[src/rtl/uart_bist_pkg.sv]
// Shared types and constants for the UART loopback self-test engine.
// Latency: n/a (declarations only); backpressure: n/a.
package uart_bist_pkg;

   typedef enum logic [2:0] {
      ST_IDLE,
      ST_CFG_BAUD,
      ST_CFG_CTRL,
      ST_SEND,
      ST_WAIT_IRQ,
      ST_READ,
      ST_WAIT_CLR,
      ST_DONE
   } bist_state_t;

   typedef enum logic [1:0] {
      MODE_INC   = 2'd0,
      MODE_LFSR  = 2'd1,
      MODE_WALK  = 2'd2,
      MODE_CONST = 2'd3
   } pat_mode_t;

   localparam logic [31:0] UART_ADDR_BAUD   = 32'h0000_0000;
   localparam logic [31:0] UART_ADDR_CTRL   = 32'h0000_0004;
   localparam logic [31:0] UART_ADDR_TXDATA = 32'h0000_0008;
   localparam logic [31:0] UART_ADDR_RXDATA = 32'h0000_000C;

   localparam int CTRL_UART_EN    = 0;
   localparam int CTRL_RX_IRQ_EN  = 1;
   localparam logic [31:0] CTRL_RUN_VAL = (32'd1 << CTRL_UART_EN) | (32'd1 << CTRL_RX_IRQ_EN);

   // Fibonacci feedback taps (bit i set = stage i+1 feeds the XOR), maximal length per width.
   function automatic logic [8:0] lfsr_taps(input int w);
      case (w)
         5:       return 9'h014;
         6:       return 9'h030;
         7:       return 9'h060;
         8:       return 9'h0B8;
         9:       return 9'h110;
         default: return 9'h0B8;
      endcase
   endfunction

endpackage

[src/rtl/bist_pattern_gen.sv]
// Test pattern source: load seeds the sequence, advance steps it per the latched mode.
// Latency: new value one cycle after load/advance; backpressure: none, steps only when told.
module bist_pattern_gen
   import uart_bist_pkg::*;
#(
   parameter int DATA_W = 8
) (
   input  logic              clk,
   input  logic              reset,
   input  logic              load,
   input  logic              advance,
   input  logic [1:0]        mode,
   input  logic [DATA_W-1:0] seed,
   output logic [DATA_W-1:0] pat
);

   localparam logic [DATA_W-1:0] TAPS = DATA_W'(lfsr_taps(DATA_W));
   localparam logic [DATA_W-1:0] ONE  = DATA_W'(1);

   pat_mode_t         mode_q;
   logic [DATA_W-1:0] pat_next;

   always_comb begin
      pat_next = pat;
      case (mode_q)
         MODE_INC:  pat_next = pat + ONE;
         MODE_LFSR: pat_next = {pat[DATA_W-2:0], ^(pat & TAPS)};
         MODE_WALK: pat_next = {pat[DATA_W-2:0], pat[DATA_W-1]};
         default:   pat_next = pat;
      endcase
   end

   // An all-zero LFSR or walking-one would lock up, so a zero seed starts at 1.
   always_ff @(posedge clk) begin
      if (reset) begin
         mode_q <= MODE_INC;
         pat    <= '0;
      end else if (load) begin
         mode_q <= pat_mode_t'(mode);
         pat    <= ((mode == MODE_LFSR || mode == MODE_WALK) && seed == '0) ? ONE : seed;
      end else if (advance) begin
         pat    <= pat_next;
      end
   end

endmodule

[src/rtl/uart_loopback_bist.sv]
// Loopback self-test master: configures the UART, streams a pattern, reads each char back on IRQ.
// Latency: ACCESS_LAT+1 cycles per bus access, one access at a time; backpressure: stalls on IRQ with timeout.
module uart_loopback_bist
   import uart_bist_pkg::*;
#(
   parameter int          DATA_W      = 8,
   parameter int          NUM_WORDS   = 16,
   parameter int          ACCESS_LAT  = 2,
   parameter int          TIMEOUT_CYC = 200000,
   parameter logic [31:0] ADDR_BAUD   = UART_ADDR_BAUD,
   parameter logic [31:0] ADDR_CTRL   = UART_ADDR_CTRL,
   parameter logic [31:0] ADDR_TXDATA = UART_ADDR_TXDATA,
   parameter logic [31:0] ADDR_RXDATA = UART_ADDR_RXDATA
) (
   input  logic              clk,
   input  logic              reset,
   input  logic              start,
   input  logic [1:0]        mode,
   input  logic [DATA_W-1:0] seed,
   input  logic [15:0]       baud_div,
   output logic              transfer,
   output logic              write_read,
   output logic [31:0]       addr,
   output logic [31:0]       wdata,
   input  logic [31:0]       rdata,
   input  logic              IRQ,
   output logic              busy,
   output logic              done,
   output logic              pass,
   output logic              timeout,
   output logic [15:0]       err_count,
   output logic [15:0]       first_err_idx
);

   localparam int          LAT      = (ACCESS_LAT < 1) ? 1 : ACCESS_LAT;
   localparam logic [15:0] LAST_IDX = 16'(NUM_WORDS - 1);

   bist_state_t       state, state_nxt;
   logic              acc_pend;
   logic [7:0]        lat_cnt;
   logic [31:0]       tmo_cnt;
   logic [15:0]       idx;
   logic [15:0]       baud_q;
   logic [DATA_W-1:0] pat;
   logic              bus_state, acc_done, tmo_hit, mismatch, tmo_abort;
   logic              pat_load, pat_adv;
   logic              rdata_unused;

   assign rdata_unused = ^rdata[31:DATA_W];

   bist_pattern_gen #(.DATA_W(DATA_W)) u_pat (
      .clk     (clk),
      .reset   (reset),
      .load    (pat_load),
      .advance (pat_adv),
      .mode    (mode),
      .seed    (seed),
      .pat     (pat)
   );

   assign bus_state = state inside {ST_CFG_BAUD, ST_CFG_CTRL, ST_SEND, ST_READ};
   assign acc_done  = bus_state && acc_pend && (lat_cnt == 8'(LAT));
   assign tmo_hit   = (tmo_cnt == 32'(TIMEOUT_CYC - 1));
   assign tmo_abort = tmo_hit && (((state == ST_WAIT_IRQ) && !IRQ) || ((state == ST_WAIT_CLR) && IRQ));
   assign mismatch  = (state == ST_READ) && acc_done && (rdata[DATA_W-1:0] != pat);
   // Gated by reset so a reset landing on an issue cycle never leaks a request.
   assign transfer  = bus_state && !acc_pend && !reset;
   assign busy      = !(state inside {ST_IDLE, ST_DONE});
   assign done      = (state == ST_DONE);

   always_comb begin
      state_nxt  = state;
      write_read = 1'b0;
      addr       = '0;
      wdata      = '0;
      pat_load   = 1'b0;
      pat_adv    = 1'b0;
      case (state)
         ST_IDLE: begin
            if (start) begin
               state_nxt = ST_CFG_BAUD;
               pat_load  = 1'b1;
            end
         end
         ST_CFG_BAUD: begin
            write_read = 1'b1;
            addr       = ADDR_BAUD;
            wdata      = {16'h0000, baud_q};
            if (acc_done) state_nxt = ST_CFG_CTRL;
         end
         ST_CFG_CTRL: begin
            write_read = 1'b1;
            addr       = ADDR_CTRL;
            wdata      = CTRL_RUN_VAL;
            if (acc_done) state_nxt = ST_SEND;
         end
         ST_SEND: begin
            write_read = 1'b1;
            addr       = ADDR_TXDATA;
            wdata      = 32'(pat);
            if (acc_done) state_nxt = ST_WAIT_IRQ;
         end
         ST_WAIT_IRQ: begin
            if (IRQ)          state_nxt = ST_READ;
            else if (tmo_hit) state_nxt = ST_DONE;
         end
         ST_READ: begin
            addr = ADDR_RXDATA;
            if (acc_done) state_nxt = ST_WAIT_CLR;
         end
         ST_WAIT_CLR: begin
            if (!IRQ) begin
               if (idx == LAST_IDX) begin
                  state_nxt = ST_DONE;
               end else begin
                  state_nxt = ST_SEND;
                  pat_adv   = 1'b1;
               end
            end else if (tmo_hit) begin
               state_nxt = ST_DONE;
            end
         end
         ST_DONE: state_nxt = ST_IDLE;
         default: state_nxt = ST_IDLE;
      endcase
   end

   always_ff @(posedge clk) begin
      if (reset) begin
         state         <= ST_IDLE;
         acc_pend      <= 1'b0;
         lat_cnt       <= '0;
         tmo_cnt       <= '0;
         idx           <= '0;
         baud_q        <= '0;
         pass          <= 1'b0;
         timeout       <= 1'b0;
         err_count     <= '0;
         first_err_idx <= 16'hFFFF;
      end else begin
         state <= state_nxt;

         if (transfer) begin
            acc_pend <= 1'b1;
            lat_cnt  <= 8'd1;
         end else if (acc_done) begin
            acc_pend <= 1'b0;
            lat_cnt  <= '0;
         end else if (acc_pend) begin
            lat_cnt  <= lat_cnt + 8'd1;
         end

         // Timer restarts whenever a wait state is entered from a bus state.
         if (state inside {ST_WAIT_IRQ, ST_WAIT_CLR}) tmo_cnt <= tmo_cnt + 32'd1;
         else                                         tmo_cnt <= '0;

         if (state == ST_IDLE && start) begin
            baud_q        <= baud_div;
            idx           <= '0;
            pass          <= 1'b0;
            timeout       <= 1'b0;
            err_count     <= '0;
            first_err_idx <= 16'hFFFF;
         end

         if (pat_adv) idx <= idx + 16'd1;

         if (mismatch) begin
            if (err_count != 16'hFFFF)     err_count     <= err_count + 16'd1;
            if (first_err_idx == 16'hFFFF) first_err_idx <= idx;
         end

         if (tmo_abort) timeout <= 1'b1;

         if (state == ST_DONE) pass <= (err_count == 16'd0) && !timeout;
      end
   end

endmodule

[config.mk]
export PLATFORM = sky130hd
export DESIGN_NAME = uart_loopback_bist
export DESIGN_NICKNAME = d
export VERILOG_FILES = /design/src/rtl/uart_bist_pkg.sv /design/src/rtl/bist_pattern_gen.sv /design/src/rtl/uart_loopback_bist.sv
export SDC_FILE = /design/constraint.sdc
export NUM_CORES = 1
export LEC_CHECK = 0
export CORE_MARGIN = 8
export CORE_UTILIZATION = 50
export CTS_BUF_LIST = sky130_fd_sc_hd__clkbuf_16
export DETAILED_ROUTE_END_ITERATION = 10
export PLACE_DENSITY = 0.81
export SYNTH_ARGS = -nofsm -noshare
export SYNTH_HDL_FRONTEND = slang
export SYNTH_SLANG_ARGS = --single-unit
[constraint.sdc]
create_clock -name clk -period 2.8 [get_ports clk]
set_input_delay 0.7 -clock clk [delete_from_list [all_inputs] [get_ports clk]]
set_output_delay 0.7 -clock clk [all_outputs]
set_load 0.02 [all_outputs]
==> results.sh <==
export IMPL_worst_pin_slew_ps=868.3
export IMPL_crit_path_end_kind="output port"
export IMPL_rows=42
export IMPL_core_area_mm2=0.01303
export IMPL_die_y_um=130.4
export IMPL_cts_resized=1
export IMPL_rsz0062_at_grt="no"
export IMPL_ys_ff_latch=120
export IMPL_cts_buffers=17
export IMPL_slowest_stage="clkdlybuf4s50_1"
export IMPL_max_freq_mhz=372.2
export IMPL_fin_util_pct=61.54
export IMPL_p_comb_share_pct=11.6
export IMPL_cp_cell_sequence="buf_4 -> nand2_1 -> nor2_1 -> buf_4 -> and2_1 -> clkdlybuf4s50_1"
export IMPL_dp_cells=1060
export IMPL_layout_commonest_cell="dfxtp_1"
export IMPL_finalWorstSetupSlack_ps=113.2
export IMPL_die_w_um=130.4
export IMPL_num_nets_final=976
export IMPL_grt_use_total_pct=19.86
export IMPL_routed_wl_mm=16.81
export IMPL_synth_edf_count=0
export IMPL_initial_core_util_pct=50.23
export IMPL_ir_drop_mv=0.3917
export IMPL_cts_sinks=120
export IMPL_wire_per_inst_um=15.42
export IMPL_final_cells=1090
export IMPL_tritoncts="done"
export IMPL_ys_warn_count=0
export IMPL_grt_max_degree=76
export IMPL_fin_skew_ps=10.18
export IMPL_critPathArrivalTime_ps=1990
export IMPL_die_area_mm2=0.01701
export IMPL_status="complete, no violations"
export IMPL_cp_max_fo=9
export IMPL_netSwitchingPower_w=0.001046
export IMPL_synth_top_area_share_pct=36.70
export IMPL_ctsHoldBuffers=0
export IMPL_switching_share_pct=25.80
export IMPL_use_met1_pct=24.24
export IMPL_timing_critical_path_mode_cell="buf_4"
export IMPL_synth_distinct_cells=57
export IMPL_grt_use_met2_pct=32.66
export IMPL_r2r_slack_ps=360
export IMPL_cts_setup_buffers=0
export IMPL_clockBufferDepth=2
export IMPL_intPower_w=0.003010
export IMPL_drt_iter0_drc=527
export IMPL_ios=164
export IMPL_syn_area_mm2=0.006546
export IMPL_diodes=0
export IMPL_synth_seq_area_share_pct=36.70
export IMPL_syn_to_final_growth_pct=22.52
export IMPL_grt_pass1_vias=5688
export IMPL_portBuffers=93
export IMPL_slowest_delay_ps=610
export IMPL_globalRouteOverflowTotal=0
export IMPL_cp_required_ps=2100
export IMPL_hold_viol=0
export IMPL_drc_errors=0
export IMPL_cts_root_buf="clkbuf_16"
export IMPL_dr_pass1_iters=5
export IMPL_path_buf_inv=3
export IMPL_clkPwrFrac_pct=44.2
export IMPL_fillerInstances=1130
export IMPL_gp_congestion=0.8512
export IMPL_syn_area_per_cell_um2=8.042
export IMPL_regArea_mm2=0.002404
export IMPL_synthCells=814
export IMPL_synth_top_area_cell="dfxtp_1"
export IMPL_layout_worst_path_cycle_share_pct=95.96
export IMPL_ant_nets=0
export IMPL_synthArstFlopShare_pct=0
export IMPL_setup_violations_final=0
export IMPL_cap_violations=0
export IMPL_slew_headroom_pct=41.50
export IMPL_grt_busiest_layer="met2"
export IMPL_viasPerCell=5.635
export IMPL_critPathKind="register to output port"
export IMPL_dpl_worst_slack_ps=-53.28
export IMPL_p_seq_share_pct=44.2
export IMPL_dp_hpwl_mm=12.00
export IMPL_synthTopCellsByArea="dfxtp_1 37%, buf_4 5.4%, nor2_1 4.8%, nand2_1 4.5%, a21oi_1 3.8%"
export IMPL_dr_total_vias=6142
export IMPL_ys_flop_type="dfxtp_1"
export IMPL_cts_max_level=4
export IMPL_grt_antenna_before_repair=0
export IMPL_multi_input_area_mm2=0.003701
export IMPL_mostFrequentLayoutCells="119 x dfxtp_1, 88 x clkdlybuf4s50_1, 84 x nor2_1"
export IMPL_clock_latency_ps=410
export IMPL_critical_path_top_delay_family="buffers and inverters"
export IMPL_path_clk_slew_ps=50
export IMPL_fin_crit_ps=2687
export IMPL_grt_pass1_wl_mm=27.37
export IMPL_leakagePower_nw=2.880
export IMPL_hp_class="register to register"
export IMPL_grtUsageMet3_pct=5.844
export IMPL_slew_violations=0
export IMPL_tns_ps=0
export IMPL_drive_above_1_share_pct=6.455
export IMPL_power_density_mw_per_mm2=505.8
export IMPL_cp_start_kind="register"
## registers in the layout, summed over array words and instances, names as in the netlist, 2 cells and up
signal / cells
baud_q: 16
err_count: 16
first_err_idx: 16
idx: 16
lat_cnt: 8
state: 3
tmo_cnt: 32
u_pat.mode_q: 2
u_pat.pat: 8
## Yosys cell counts (3+ instances only)
cell,count
or3_1,11
o211ai_1,6
nor3_1,23
buf_2,5
a21oi_1,50
nor2_1,84
buf_4,47
nor4_1,26
o22a_1,16
nand2b_1,11
ha_1,11
a211oi_1,5
a22oi_1,3
nor4b_1,6
nand2_1,79
and4_1,4
a31oi_1,6
o311ai_0,4
xor2_1,23
nand4_1,26
mux2i_1,11
and2_1,18
inv_1,19
nor2b_1,5
o21ai_0,25
nand3_1,34
buf_1,4
xnor2_1,26
nand4b_1,4
dfxtp_1,120
or2_2,6
clkbuf_1,35
or4_1,6
nor3b_1,6
and3_1,11
a311o_1,4
## cells by family (layout without fill, tap and decap cells)
kind of cell / Yosys count / count (layout) / synth area share, %
other: 1 / 46 / 0.05728
buffers and inverters: 112 / 167 / 9.346
multiplexers: 13 / 13 / 2.026
AO/OA/AOI/OAI: 142 / 142 / 14.14
XOR/XNOR: 49 / 49 / 6.556
adder cells (fa/ha/maj): 11 / 11 / 2.102
flip-flops: 120 / 120 / 36.70
AND/OR/NAND/NOR: 366 / 366 / 29.07
## metal layers
layer	vias up	part of all wire, %
met2	251	49
li1	2992	-
met1	2868	42
met5	-	0
met3	31	7.3
met4	0	1.7
## tightest hold or removal path: cells and delay by family (launching register included)
kind / cells / cell delay [ps]
flip-flops: 1 / 300
AND/OR/NAND/NOR: 1 / 50
AO/OA/AOI/OAI: 1 / 50
## worst paths after layout
kind	startpoint	endpoint	depth (start not counted)
min	baud_q[9]	baud_q[9]	2
min reg2reg	baud_q[9]	baud_q[9]	2
max	state[0]	wdata[10]	6
max reg2reg	err_count[1]	err_count[11]	6
## through the flow
stage	power (W)	instance area, um2	hold slack [ps]
2_1_floorplan	0.002164	6715	412.9
3_3_place_gp	0.002282	7533	427.2
3_5_place_dp	0.002289	7533	431.4
4_1_cts	0.004078	8011	449.3
5_1_grt	0.004225	8020	480.8
6_report	0.004057	8020	446.9
## power groups by stage
stage,clock network [W],registers [W],logic (W)
final,0.00179,0.00179,0.000469
after global routing,0.00192,0.00180,0.000509
after CTS,0.00182,0.00179,0.000466
after detailed placement,0,0.00183,0.000463
after global placement,0,0.00182,0.000457
after floorplan,0,0.00180,0.000362
## layout make-up
| class | instances | area share (%) |
|---|---|---|
| Multi-Input combinational cell | 627 | 46.15 |
| Sequential cell | 120 | 29.97 |
| Timing Repair Buffer | 118 | 14.27 |
| Clock buffer | 17 | 5.304 |
| Tap cell | 176 | 2.746 |
| Inverter | 19 | 0.8892 |
| Clock inverter | 13 | 0.6708 |
No activity file was read; power rests on OpenSTA's default activity.
